[config.mk]
export PLATFORM = sky130hd
export DESIGN_NAME = jk_mod_counter_flat
export DESIGN_NICKNAME = d
export VERILOG_FILES = /design/src/rtl/jk_pkg.sv /design/src/rtl/jk_mod_counter_if.sv /design/src/rtl/jk_stage.sv /design/src/rtl/jk_mod_counter.sv /design/src/flat_wrapper.sv
export SDC_FILE = /design/constraint.sdc
export NUM_CORES = 1
export LEC_CHECK = 0
export CORE_UTILIZATION = 37
export DETAILED_ROUTE_END_ITERATION = 16
export PLACE_DENSITY = 0.81
export REMOVE_ABC_BUFFERS = 1
export SETUP_SLACK_MARGIN = 0.2
export SYNTH_ARGS = -nofsm -noshare
export SYNTH_HDL_FRONTEND = slang
export SYNTH_SLANG_ARGS = --single-unit
[constraint.sdc]
create_clock -name clk -period 1.71 [get_ports clk]
set_input_delay 0.342 -clock clk [delete_from_list [all_inputs] [get_ports clk]]
set_output_delay 0.342 -clock clk [all_outputs]
set_load 0.01 [all_outputs]
[src/rtl/jk_pkg.sv]
`default_nettype none
// ============================================================================
// Module  : jk_pkg
// Brief   : JK command encoding ({J,K}) and the single-bit next-state function.
// Rev     : 1.0  initial release
// ============================================================================
package jk_pkg;

    localparam logic [1:0] HOLD   = 2'b00;
    localparam logic [1:0] RESET  = 2'b01;
    localparam logic [1:0] SET    = 2'b10;
    localparam logic [1:0] TOGGLE = 2'b11;

    function automatic logic jk_next(input logic q, input logic [1:0] jk);
        case (jk)
            HOLD:    return q;
            RESET:   return 1'b0;
            SET:     return 1'b1;
            default: return ~q;
        endcase
    endfunction

endpackage
`default_nettype wire

[src/rtl/jk_mod_counter_if.sv]
`default_nettype none
// ============================================================================
// Module  : jk_mod_counter_if
// Brief   : Control/observation bundle of jk_mod_counter.
//           JK_MOD_COUNTER_WRAP_FLAG_EN adds wrap_clr / wrapped.
// Rev     : 1.0  initial release
// ============================================================================
interface jk_mod_counter_if #(
    parameter int WIDTH = 4
);
    logic             en;
    logic             up;
    logic             load;
    logic [WIDTH-1:0] load_val;
    logic [WIDTH-1:0] q;
    logic [WIDTH-1:0] qb;
    logic             tc;
    logic [WIDTH-1:0] j_out;
    logic [WIDTH-1:0] k_out;
`ifdef JK_MOD_COUNTER_WRAP_FLAG_EN
    logic             wrap_clr;
    logic             wrapped;

    modport master (
        output en, up, load, load_val, wrap_clr,
        input  q, qb, tc, j_out, k_out, wrapped
    );
    modport slave (
        input  en, up, load, load_val, wrap_clr,
        output q, qb, tc, j_out, k_out, wrapped
    );
`else
    modport master (
        output en, up, load, load_val,
        input  q, qb, tc, j_out, k_out
    );
    modport slave (
        input  en, up, load, load_val,
        output q, qb, tc, j_out, k_out
    );
`endif
endinterface
`default_nettype wire

[src/rtl/jk_stage.sv]
`default_nettype none
// ============================================================================
// Module  : jk_stage
// Brief   : Single-bit JK flip-flop with asynchronous active-low clear.
// Rev     : 1.0  initial release
// ============================================================================
module jk_stage
    import jk_pkg::*;
(
    input  wire logic clk,
    input  wire logic rst_n,
    input  wire logic j,
    input  wire logic k,
    output logic      q
);

    logic r_q;

    always_ff @(posedge clk or negedge rst_n) begin
        if (!rst_n) begin
            r_q <= 1'b0;
        end else begin
            r_q <= jk_next(r_q, {j, k});
        end
    end

    assign q = r_q;

endmodule
`default_nettype wire

[src/rtl/jk_mod_counter.sv]
`default_nettype none
// ============================================================================
// Module  : jk_mod_counter
// Brief   : Modulo-MODULUS up/down counter built from WIDTH JK stages.
//           JK_MOD_COUNTER_WRAP_FLAG_EN adds a sticky wrap flag.
// Rev     : 1.0  initial release
// ============================================================================
module jk_mod_counter
    import jk_pkg::*;
#(
    parameter int WIDTH   = 4,
    parameter int MODULUS = 10
) (
    input  wire logic          clk,
    input  wire logic          rst_n,
    jk_mod_counter_if.slave    bus
);

    localparam logic [WIDTH-1:0] c_max = WIDTH'(MODULUS - 1);

    logic [WIDTH-1:0] w_q;
    logic [WIDTH-1:0] w_j;
    logic [WIDTH-1:0] w_k;
    logic [WIDTH-1:0] w_load_l;
    logic [WIDTH-1:0] w_tog_up;
    logic [WIDTH-1:0] w_tog_dn;
    logic             w_at_max;
    logic             w_at_zero;
    logic             w_wrap_up;
    logic             w_wrap_dn;

    assign w_at_max  = (w_q == c_max);
    assign w_at_zero = (w_q == '0);
    assign w_load_l  = (bus.load_val > c_max) ? c_max : bus.load_val;
    assign w_wrap_up = bus.en & ~bus.load &  bus.up & w_at_max;
    assign w_wrap_dn = bus.en & ~bus.load & ~bus.up & w_at_zero;

    // Binary ripple toggle masks: bit i flips when all lower bits are 1 (up) or 0 (down).
    assign w_tog_up[0] = 1'b1;
    assign w_tog_dn[0] = 1'b1;
    for (genvar i = 1; i < WIDTH; i++) begin : g_tog
        assign w_tog_up[i] =  &w_q[i-1:0];
        assign w_tog_dn[i] = ~|w_q[i-1:0];
    end

    always_comb begin
        w_j = '0;
        w_k = '0;
        if (bus.load) begin
            w_j = w_load_l;
            w_k = ~w_load_l;
        end else if (w_wrap_up) begin
            w_j = '0;
            w_k = '1;
        end else if (w_wrap_dn) begin
            w_j = c_max;
            w_k = c_max;
        end else if (bus.en && bus.up) begin
            w_j = w_tog_up;
            w_k = w_tog_up;
        end else if (bus.en) begin
            w_j = w_tog_dn;
            w_k = w_tog_dn;
        end
    end

    for (genvar i = 0; i < WIDTH; i++) begin : g_stage
        jk_stage u_stage (
            .clk   (clk),
            .rst_n (rst_n),
            .j     (w_j[i]),
            .k     (w_k[i]),
            .q     (w_q[i])
        );
    end

    assign bus.q     = w_q;
    assign bus.qb    = ~w_q;
    assign bus.tc    = w_wrap_up | w_wrap_dn;
    assign bus.j_out = w_j;
    assign bus.k_out = w_k;

`ifdef JK_MOD_COUNTER_WRAP_FLAG_EN
    logic r_wrapped;

    // A wrap on the same edge as a clear request keeps the flag set.
    always_ff @(posedge clk or negedge rst_n) begin
        if (!rst_n) begin
            r_wrapped <= 1'b0;
        end else if (w_wrap_up || w_wrap_dn) begin
            r_wrapped <= 1'b1;
        end else if (bus.wrap_clr) begin
            r_wrapped <= 1'b0;
        end
    end

    assign bus.wrapped = r_wrapped;
`endif

endmodule
`default_nettype wire

[src/flat_wrapper.sv]
// flat-port wrapper written by rule: the top's interface ports become plain ports
module jk_mod_counter_flat import jk_pkg::*;
#(
    parameter int WIDTH   = 4,
    parameter int MODULUS = 10
)
  (clk, rst_n, bus_en, bus_up, bus_load, bus_load_val, bus_q, bus_qb, bus_tc, bus_j_out, bus_k_out);
  jk_mod_counter_if #(.WIDTH(WIDTH)) bus_i ();
  input  wire logic clk;
  input  wire logic rst_n;
  input wire logic [$bits(bus_i.en)-1:0] bus_en;
  input wire logic [$bits(bus_i.up)-1:0] bus_up;
  input wire logic [$bits(bus_i.load)-1:0] bus_load;
  input wire logic [$bits(bus_i.load_val)-1:0] bus_load_val;
  output wire logic [$bits(bus_i.q)-1:0] bus_q;
  output wire logic [$bits(bus_i.qb)-1:0] bus_qb;
  output wire logic [$bits(bus_i.tc)-1:0] bus_tc;
  output wire logic [$bits(bus_i.j_out)-1:0] bus_j_out;
  output wire logic [$bits(bus_i.k_out)-1:0] bus_k_out;
  assign bus_i.en = bus_en;
  assign bus_i.up = bus_up;
  assign bus_i.load = bus_load;
  assign bus_i.load_val = bus_load_val;
  assign bus_q = bus_i.q;
  assign bus_qb = bus_i.qb;
  assign bus_tc = bus_i.tc;
  assign bus_j_out = bus_i.j_out;
  assign bus_k_out = bus_i.k_out;
  jk_mod_counter #(.WIDTH(WIDTH), .MODULUS(MODULUS)) u_core (.clk(clk), .rst_n(rst_n), .bus(bus_i));
endmodule
Word level (Yosys, flattened, before mapping)

Index checks and enable logic that the tools add are counted.

Logic and storage cells: 53
Bits in registers: 4
Input bits: 9
Output and inout port bits: 17

Muxes and demuxes: 12
Reduce and logical (&&, ||, !) cells: 13
Bitwise gates (word level): 14
Magnitude comparators: 1
Equal/unequal tests: 9

Operators by type and width:

| cell               | number |
|---|---|
| $mux 4             | 8 |
| $pmux 1 s3         | 4 |
| $eq 2x1->1 const B | 4 |
| $eq 2x2->1 const B | 4 |
| $logic_not 2->1    | 4 |
| $not 4->4          | 2 |
| $not 1->1          | 6 |
| $and 1x1->1        | 5 |
| $eq 4x4->1 const B | 1 |
| $gt 4x4->1 const B | 1 |
| $logic_not 4->1    | 1 |
| $logic_not 1->1    | 3 |
| $reduce_and 3->1   | 1 |
| $reduce_or 3->1    | 1 |
| $reduce_and 2->1   | 1 |
| $reduce_or 2->1    | 1 |
| $logic_and 1x1->1  | 1 |
| $or 1x1->1         | 1 |

Depth between registers and ports, before layout

Gate-level depths: netlist (run 1).

Depth in word-level cells: 9
Gate-level depth with buffers: 8
Gate-level depth less buffers: 7

Cells and area by module

From an unflattened synthesis (run 1), not the netlist that was laid out.

Cell total of the unflattened synthesis: 78
Area total of the unflattened synthesis: 621.8 sq um

By module, submodules not included:

| module         | cells each | area each (sq um) | instances | sequential area each (sq um) |
|---|---|---|---|---|
| jk_stage       | 9          | 86.3              | 4         | 25.0 |
| jk_mod_counter | 42         | 276.5             | 1         | 0.0 |

Worst setup path before layout (run 1)

OpenSTA, ideal clock, no wires.

Kind: register to output
Start: register u_core.g_stage[3].u_stage.r_q
End: output bus_k_out[2]
Cell stages (with the launch flop): 6
Setup slack: 0.068 ns
Required time: 1.368 ns
Path buffers: 1
Arrival time: 1.300 ns
Cells stage by stage: dfrtp_1 or3_1 a22o_1 nand2_2 a21boi_0 buf_4

Cells in the longest elaborated chain, start to end: 5
Elaborated cells on any way between the ends: 7
Those cells by class: 1 x eq/ne; 3 x mux; 2 x bitwise; 1 x reduce/logical

Ends and longest elaborated chain:

| what                     | RTL line             | text |
|---|---|---|
| start: declaration       | jk_stage.sv:17       | `logic r_q;` |
| start signal: assignment | jk_stage.sv:23       | `r_q <= jk_next(r_q, {j, k});` |
| $logic_not 4->1          | jk_mod_counter.sv:33 | `assign w_at_zero = (w_q == '0);` |
| $and 1x1->1              | jk_mod_counter.sv:36 | `assign w_wrap_dn = bus.en & ~bus.load & ~bus.up & w_at_zero;` |
| $mux 4                   | jk_mod_counter.sv:55 | `end else if (w_wrap_dn) begin` |
| $mux 4 *                 | jk_mod_counter.sv:52 | `end else if (w_wrap_up) begin` |
| $mux 4 *                 | jk_mod_counter.sv:49 | `if (bus.load) begin` |
| end: declaration         | flat_wrapper.sv:19   | `output wire logic [$bits(bus_i.k_out)-1:0] bus_k_out;` |

Every way passes the cells marked *; elsewhere a longest branch is shown, timed or not.

Worst setup path after layout (run 1)

Start: register u_core.g_stage[2].u_stage.r_q
End: output bus_j_out[3]

Cells in the longest elaborated chain, start to end: 7
Elaborated cells on any way between the ends: 12
Those cells by class: 1 x eq/ne; 5 x mux; 2 x bitwise; 4 x reduce/logical

Ends and longest elaborated chain:

| what                     | RTL line             | text |
|---|---|---|
| start: declaration       | jk_stage.sv:17       |  |
| start signal: assignment | jk_stage.sv:23       |  |
| $reduce_or 3->1          | jk_mod_counter.sv:43 | `assign w_tog_dn[i] = ~\|w_q[i-1:0];` |
| $logic_not 1->1          | jk_mod_counter.sv:43 |  |
| $mux 4                   | jk_mod_counter.sv:61 | `end else if (bus.en) begin` |
| $mux 4                   | jk_mod_counter.sv:58 | `end else if (bus.en && bus.up) begin` |
| $mux 4                   | jk_mod_counter.sv:55 |  |
| $mux 4 *                 | jk_mod_counter.sv:52 |  |
| $mux 4 *                 | jk_mod_counter.sv:49 |  |
| end: declaration         | flat_wrapper.sv:18   | `output wire logic [$bits(bus_i.j_out)-1:0] bus_j_out;` |

Marks and branches as above.

==> flow_summary.yaml, run 1 <==
power:
  power_frac_seq_pct: 16.5
  p_sw_share_pct: 40.0
  leakagePower_nw: 0.571
  vdd_ir_drop_max_mv: 0.708
  pwr-share-comb_pct: 70.1
  powerDensity_nw_per_um2: 750
  p_int_w: 0.000528
  pwr-share-clk_pct: 13.4
  switching_power_w: 0.000351
global_routing:
  grt_pass1_wl_mm: 3.24
  antenna_found_initial: 0
  grt_max_degree: 9
  grt_use_total_pct: 23.9
  grt_pass1_vias: 776
  grt_remaining_overflow: 0
worst_setup_path:
  reg2reg_slack_ps: -60
  crit_type: "register to primary output"
  crit_start: "u_core.g_stage[2].u_stage.q$_DFFE_PN0P_"
  worstReg2RegEnd: "u_core.g_stage[0].u_stage.q$_DFFE_PN0P_"
  crit_path_end_kind: "primary output"
  required_ps: 1370
  crit_fanout: 5
  reg2reg_from: "u_core.g_stage[2].u_stage.q$_DFFE_PN0P_"
  start_kind: "register"
  cp.arrival_ps: 1550
  reg2regPathDepth: 7
sta:
  slew_viol_final: 0
  slew_headroom_pct: 81.0
  worstMarginPinSlew_ps: 282
  setup_viol: 8
  post-route-period-util_pct: 111
  rsz0062_at_grt: "true"
  fin_crit_ps: 1890
  fin_worst_skew_ps: 5.86
  worst_hold_slack_ps: 306
  finalHoldViolations: 0
  setup_ws_ps: -184
  fmax_mhz: 528
clock_tree:
  cts_buffer_depth: 2
  cts-root-buf: "clkbuf_4"
  cts.sinks: 4
  htreeDepth: 1
  cts_tree: "built"
  worstSkewPairLatency_ps: 240
  clk_pin_slew_ps: 40
  cts_buffers: 3
  cts-hold-fix-buffers: 0
flow_run:
  drv_cap: 0
synth:
  synth_top_family_by_area: "compound AO/OA/AOI/OAI gates"
  synth_xor_area_share_pct: 0
  synth-seq-cells: 4
  yosysSeqAreaShare_pct: 16.9
  synth-compound-area-share_pct: 30.1
  yosysUniqueCellTypes: 33
  synth_area_sq_um: 591
  synth-simple-area-share_pct: 25.2
  syn-instance-count: 78
  synth_mux_area_share_pct: 0
  synthAdderAreaFrac_pct: 4.24
  syn_area_per_cell_sq_um: 7.57
  synth_warnings: 0
status:
  outcome: "complete, but fails checks"
  violations: "negative setup slack"
layout:
  largest_reg_flops: 4
  n_antenna_cell: 0
  area_growth_pct: 98.5
  layout.cell_area.non_filler_sq_um: 1170
  final_cells: 147
  drive_above_1_share_pct: 68.7
  final_core_utilization_pct: 77.8
  nets: 144
floorplan:
  ios: 26
  core_sq_um: 1510
  num_rows: 14
  die_w_um: 42.0
  die_area_sq_um: 1760
  initial_utilization_pct: 39.2
  fp.dieH_um: 42.0
placement:
  port-buffer-count: 25
  gp_congestion: 0.811
  dpl_worst_slack_ps: -784
  place_inst: 128
  dp_hpwl_mm: 1.30
  dpl_cell_area_sq_um: 921
drt:
  detail_route.wl_per_cell_um: 14.9
  routed_wl_mm: 2.19
  drc: 0
  first_pass_iters: 4
  vias: 773
  routed_via_density: 5.26
  drt_iter0_drc: 21
  ant_nets: 0
hold_path:
  hp-class: "primary input to async pin"
Yosys cell counts:
master,n,area share (%)
buf_4,12,15
nand2_1,9,5.7
inv_1,7,4.4
dfrtp_1,4,17
o21ai_0,4,3.4
a21boi_0,3,3.8
a21oi_1,3,2.5
nor2_1,3,1.9
nor3_1,3,2.5
buf_6,2,3.8
ha_1,2,4.2
nand2b_1,2,2.1
nor2b_1,2,2.1
o21a_1,2,2.5
o21ai_1,2,1.7
a211oi_1,1,1.3
a21boi_1,1,1.3
a22o_1,1,1.5
a22oi_2,1,2.1
a2bb2oi_1,1,1.5
a31oi_1,1,1.1
a32oi_1,1,1.5
a41oi_4,1,4.7
and2_1,1,1.1
and4_1,1,1.5
nand2_2,1,1.1
nand3_1,1,0.85
nand4_1,1,1.1
nor2_4,1,1.9
nor3b_1,1,1.3
nor4_1,1,1.1
o211ai_1,1,1.3
or3_1,1,1.1
logic make-up after synthesis:
| logic type | count (synthesis) |
|---|---|
| and+or+nand+nor | 28 |
| AOI/OAI and AO/OA | 23 |
| buffers and inverters | 21 |
| DFF | 4 |
| adders and majority gates | 2 |
routing by layer:
metal / vias to the layer above / GRT usage (%) / wire, um
li1: 372 / - / -
met1: 371 / 27.0 / 858
met2: 30 / 45.3 / 1200
met3: 0 / 5.22 / 127
met4: 0 / 4.52 / 0
met5: - / 0 / 0
power groups by stage:
stage                     clock, W  combinational (W)  sequential [W]
after floorplan                  0           0.000156        0.000157
after global placement           0           0.000426        0.000144
after detailed placement         0           0.000433        0.000146
after CTS                 0.000122           0.000561        0.000145
after global routing      0.000124           0.000651        0.000148
final                     0.000117           0.000616        0.000146
worst max-delay path, stage by stage, from the launching register on:
cell and delay (ps):
dfrtp_2 440, buf_6 140, nor4_2 320, o21ai_2 120
o21ai_1 150, buf_2 150
how the worst max path moves through the flow:
stage	end	slack, ps
3_3_place_gp	bus_k_out[2]	-750
5_1_grt	bus_j_out[2]	-250
2_1_floorplan	u_core.g_stage[0].u_stage.q$_DFFE_PN0P_	-60
3_5_place_dp	bus_k_out[3]	-780
4_1_cts	bus_k_out[2]	-190
6_report	bus_j_out[3]	-180
layout by cell type, fill, tap and decap left out, types with 3 or more instances in the layout:
master and n:
buf_4 28, buf_2 15, buf_6 11, nand2_1 8, inv_1 5, o21ai_1 4
clkbuf_4 3, dlygate4sd2_1 3, dfrtp_2 3
metrics by stage:
stage | total power [W] | setup TNS (ps)
4_1_cts | 0.000828 | -970
6_report | 0.000879 | -929
3_5_place_dp | 0.000579 | -7330
3_3_place_gp | 0.000570 | -6900
5_1_grt | 0.000922 | -1520
2_1_floorplan | 0.000313 | -64.1
what timing repair did:
action,CTS,global route
setup endpoints to repair,21,16
hold endpoints to repair,0,0
pin swaps,16,12
buffers inserted,13,3
cloned,0,0
gates resized for setup,113,20
layout make-up:
| class | count | area [sq um] |
|---|---|---|
| Multi-Input combinational cell | 53 | 499 |
| Timing Repair Buffer | 64 | 498 |
| Fill cell | 107 | 334 |
| Sequential cell | 4 | 104 |
| Inverter | 7 | 28.8 |
| Clock buffer | 3 | 22.5 |
| Tap cell | 16 | 20.0 |
Note: power is estimated with default switching activity, not from simulation.
==> inputs of run 2 (changes only) <==
- PLACE_DENSITY: 0.81 -> 0.8
- SYNTH_HIERARCHICAL: default -> 1
==> run 2 against run 1 <==
  * The flow still finishes with violations (negative setup slack)
  * Fmax shrank 11%
  * Power grew 110%
  * Area after synthesis grew 5.3%
  * Design area grew 26%
  * Sequential power grew 76%
  * First-iteration DRC count grew to 3.0 times the previous value
  * Sequential share of layout area shrank 1.8 points
  * Die area grew 5.0%
  * Non-clock buffer count is the same
  * Largest cell class unchanged
  * Global-route usage grew 12 points
  * Register-to-register slack lost 370 ps
  * Critical path depth grew 4
==> flow_summary.yaml, run 2 <==
status:
  outcome: "complete, but fails checks"
  violations: "negative setup slack"
sta:
  worst_hold_slack_ps: 314
  finalSetupTns_ps: -3960
  setup_viol: 12
  setup_ws_ps: -425
  worstMarginPinSlew_ps: 463
  rsz0062_at_grt: "true"
  fin_worst_skew_ps: 4.03
  fin_crit_ps: 2140
  finalHoldViolations: 0
  slew_headroom_pct: 69.2
  fmax_mhz: 468
  post-route-period-util_pct: 125
  slew_viol_final: 0
global_routing:
  grt_pass1_wl_mm: 4.86
  grt_use_total_pct: 36.2
  grt_remaining_overflow: 0
  antenna_found_initial: 1
  grt_max_degree: 10
  grt_pass1_vias: 948
floorplan:
  ios: 26
  core_sq_um: 1540
  die_area_sq_um: 1850
  num_rows: 14
  die_w_um: 43.0
  fp.dieH_um: 43.0
  initial_utilization_pct: 40.3
power:
  vdd_ir_drop_max_mv: 0.911
  powerDensity_nw_per_um2: 1240
  leakagePower_nw: 0.676
synth:
  synth_warnings: 6
  synth_edf_count: 0
  async_flop_share_pct: 100
  syn-instance-count: 78
  synth-main-ff-cell: "dfrtp_1"
  yosys-top-cells-area: "dfrtp_1 16%, ha_1 16%, nor2b_1 8.0%, o31ai_2 8.0%, inv_1 7.8%"
  syn_area_per_cell_sq_um: 7.97
  synth_top_cell_area_share_pct: 16.1
  synthTopCellsByCount: "13 x inv_1, 8 x ha_1, 8 x nand2_1, 8 x nor2b_1, 5 x o21ai_1"
  synth_area_leader_cell: "dfrtp_1"
  yosysSeqAreaShare_pct: 16.1
  synth_most_common_cell: "inv_1"
  yosysUniqueCellTypes: 30
  synth-seq-cells: 4
  synth_area_sq_um: 622
layout:
  drive_above_1_share_pct: 81.3
  fillers: 31
  final_core_utilization_pct: 96.1
  area_growth_pct: 138
  mostFrequentLayoutCells: "25 x buf_4, 18 x buf_6, 10 x buf_2, 7 x dlygate4sd2_1, 7 x inv_2"
  nets: 163
  layout_commonest_cell: "buf_4"
  final_cells: 161
  largest_reg_flops: 4
drt:
  drc: 0
  detail_route.wl_per_cell_um: 25.2
  drt_iter0_drc: 62
  vias: 1026
  first_pass_iters: 4
  routed_via_density: 6.37
  ant_nets: 0
  routed_wl_mm: 4.06
worst_setup_path:
  crit_path_end_kind: "register"
  path_buf_inv: 3
  worstPathCellList: "buf_6, nor3b_4, a21oi_2, buf_4, a21boi_2, inv_2, ha_4, nor2b_4, o31ai_2"
  required_ps: 1860
  crit_fanout: 7
  crit_type: "register to register"
  cpMaxStageDelayCell: "dfrtp_2"
  crit_family: "compound AO/OA/AOI/OAI gates"
  cp.arrival_ps: 2280
  start_kind: "register"
  critical-path-max-stage-delay_ps: 490
clock_tree:
  htreeDepth: 1
  cts_buffer_depth: 2
  cts-hold-fix-buffers: 0
  clk_pin_slew_ps: 50
  cts_buffers: 3
  cts_tree: "built"
  cts-root-buf: "clkbuf_4"
  cts.sinks: 4
  worstSkewPairLatency_ps: 250
placement:
  dp_hpwl_mm: 1.43
  port-buffer-count: 25
  place_inst: 140
  gp_congestion: 0.839
flow_run:
  drv_cap: 0
hold_path:
  hp-class: "primary input to async pin"
==> run 2: kinds of logic after synthesis <==
family                   after synthesis  synth area share (%)
AND/OR/NAND/NOR                       31                  32.0
AO/OA/AOI/OAI                         21                  26.2
buffers and inverters                 14                  9.66
adder cells (fa/ha/maj)                8                  16.1
flip-flops                             4                  16.1
==> run 2: power by group <==
part           leakage (nW)  internal (W)  switching, W
Clock                0.0138     0.0000799     0.0000590
Sequential           0.0453      0.000142      0.000115
Combinational         0.617      0.000782      0.000659
==> run 2: routing by layer <==
metal | vias to the layer above | GRT usage, % | part of all wire, %
met5 | - | 0 | 0
met4 | 0 | 22.4 | 6.4
met3 | 34 | 5.11 | 10
met2 | 106 | 56.7 | 49
met1 | 478 | 46.3 | 35
li1 | 408 | - | -
==> run 2: repair_timing <==
item,CTS,global route
resized for setup,119,40
cloned,0,1
pin swaps,16,11
setup endpoints to repair,21,19
buffers inserted,12,4
==> run 2: path summary, 6_finish.rpt <==
check / startpoint / endpoint / slack, ps / cells after the start
worst max-delay path: u_core/g_stage[1].u_stage/q$_DFFE_PN0P_ / u_core/g_stage[2].u_stage/q$_DFFE_PN0P_ / -430 / 9
worst min-delay path: rst_n / u_core/g_stage[3].u_stage/q$_DFFE_PN0P_ / 310 / 1
worst max register to register: u_core/g_stage[1].u_stage/q$_DFFE_PN0P_ / u_core/g_stage[2].u_stage/q$_DFFE_PN0P_ / -430 / 9
worst min register to register: u_core/g_stage[3].u_stage/q$_DFFE_PN0P_ / u_core/g_stage[3].u_stage/q$_DFFE_PN0P_ / 830 / 4
max in group asynchronous: rst_n / u_core/g_stage[2].u_stage/q$_DFFE_PN0P_ / 1180 / 1
min in group clk: u_core/g_stage[3].u_stage/q$_DFFE_PN0P_ / u_core/g_stage[3].u_stage/q$_DFFE_PN0P_ / 830 / 4
==> run 2: worst register-to-register path: cells and delay by family, from the launching register on <==
kind | cells | cell delay [ps]
buffers and inverters | 3 | 390
DFF | 1 | 490
AOI/OAI and AO/OA | 3 | 550
adders and majority gates | 1 | 230
and+or+nand+nor | 2 | 380
==> run 2: stage by stage <==
stage | setup slack, ps | total power, W | area [sq um]
final | -425 | 0.00184 | 1480
after global routing | -428 | 0.00191 | 1480
after CTS | -296 | 0.00147 | 1320
after detailed placement | -845 | 0.00105 | 1050
after global placement | -803 | 0.00102 | 1050
after floorplan | -375 | 0.000547 | 611
==> run 2: layout make-up <==
| cell class | count | area (sq um) | area share, % |
|---|---|---|---|
| multi-input combinational | 60 | 742 | 50.1 |
| timing repair buffer | 64 | 533 | 36.0 |
| clock buffer | 3 | 22.5 | 1.52 |
| antenna | 1 | 2.50 | 0.169 |
| inverter | 13 | 57.6 | 3.89 |
| tap | 16 | 20.0 | 1.35 |
| sequential | 4 | 104 | 7.01 |
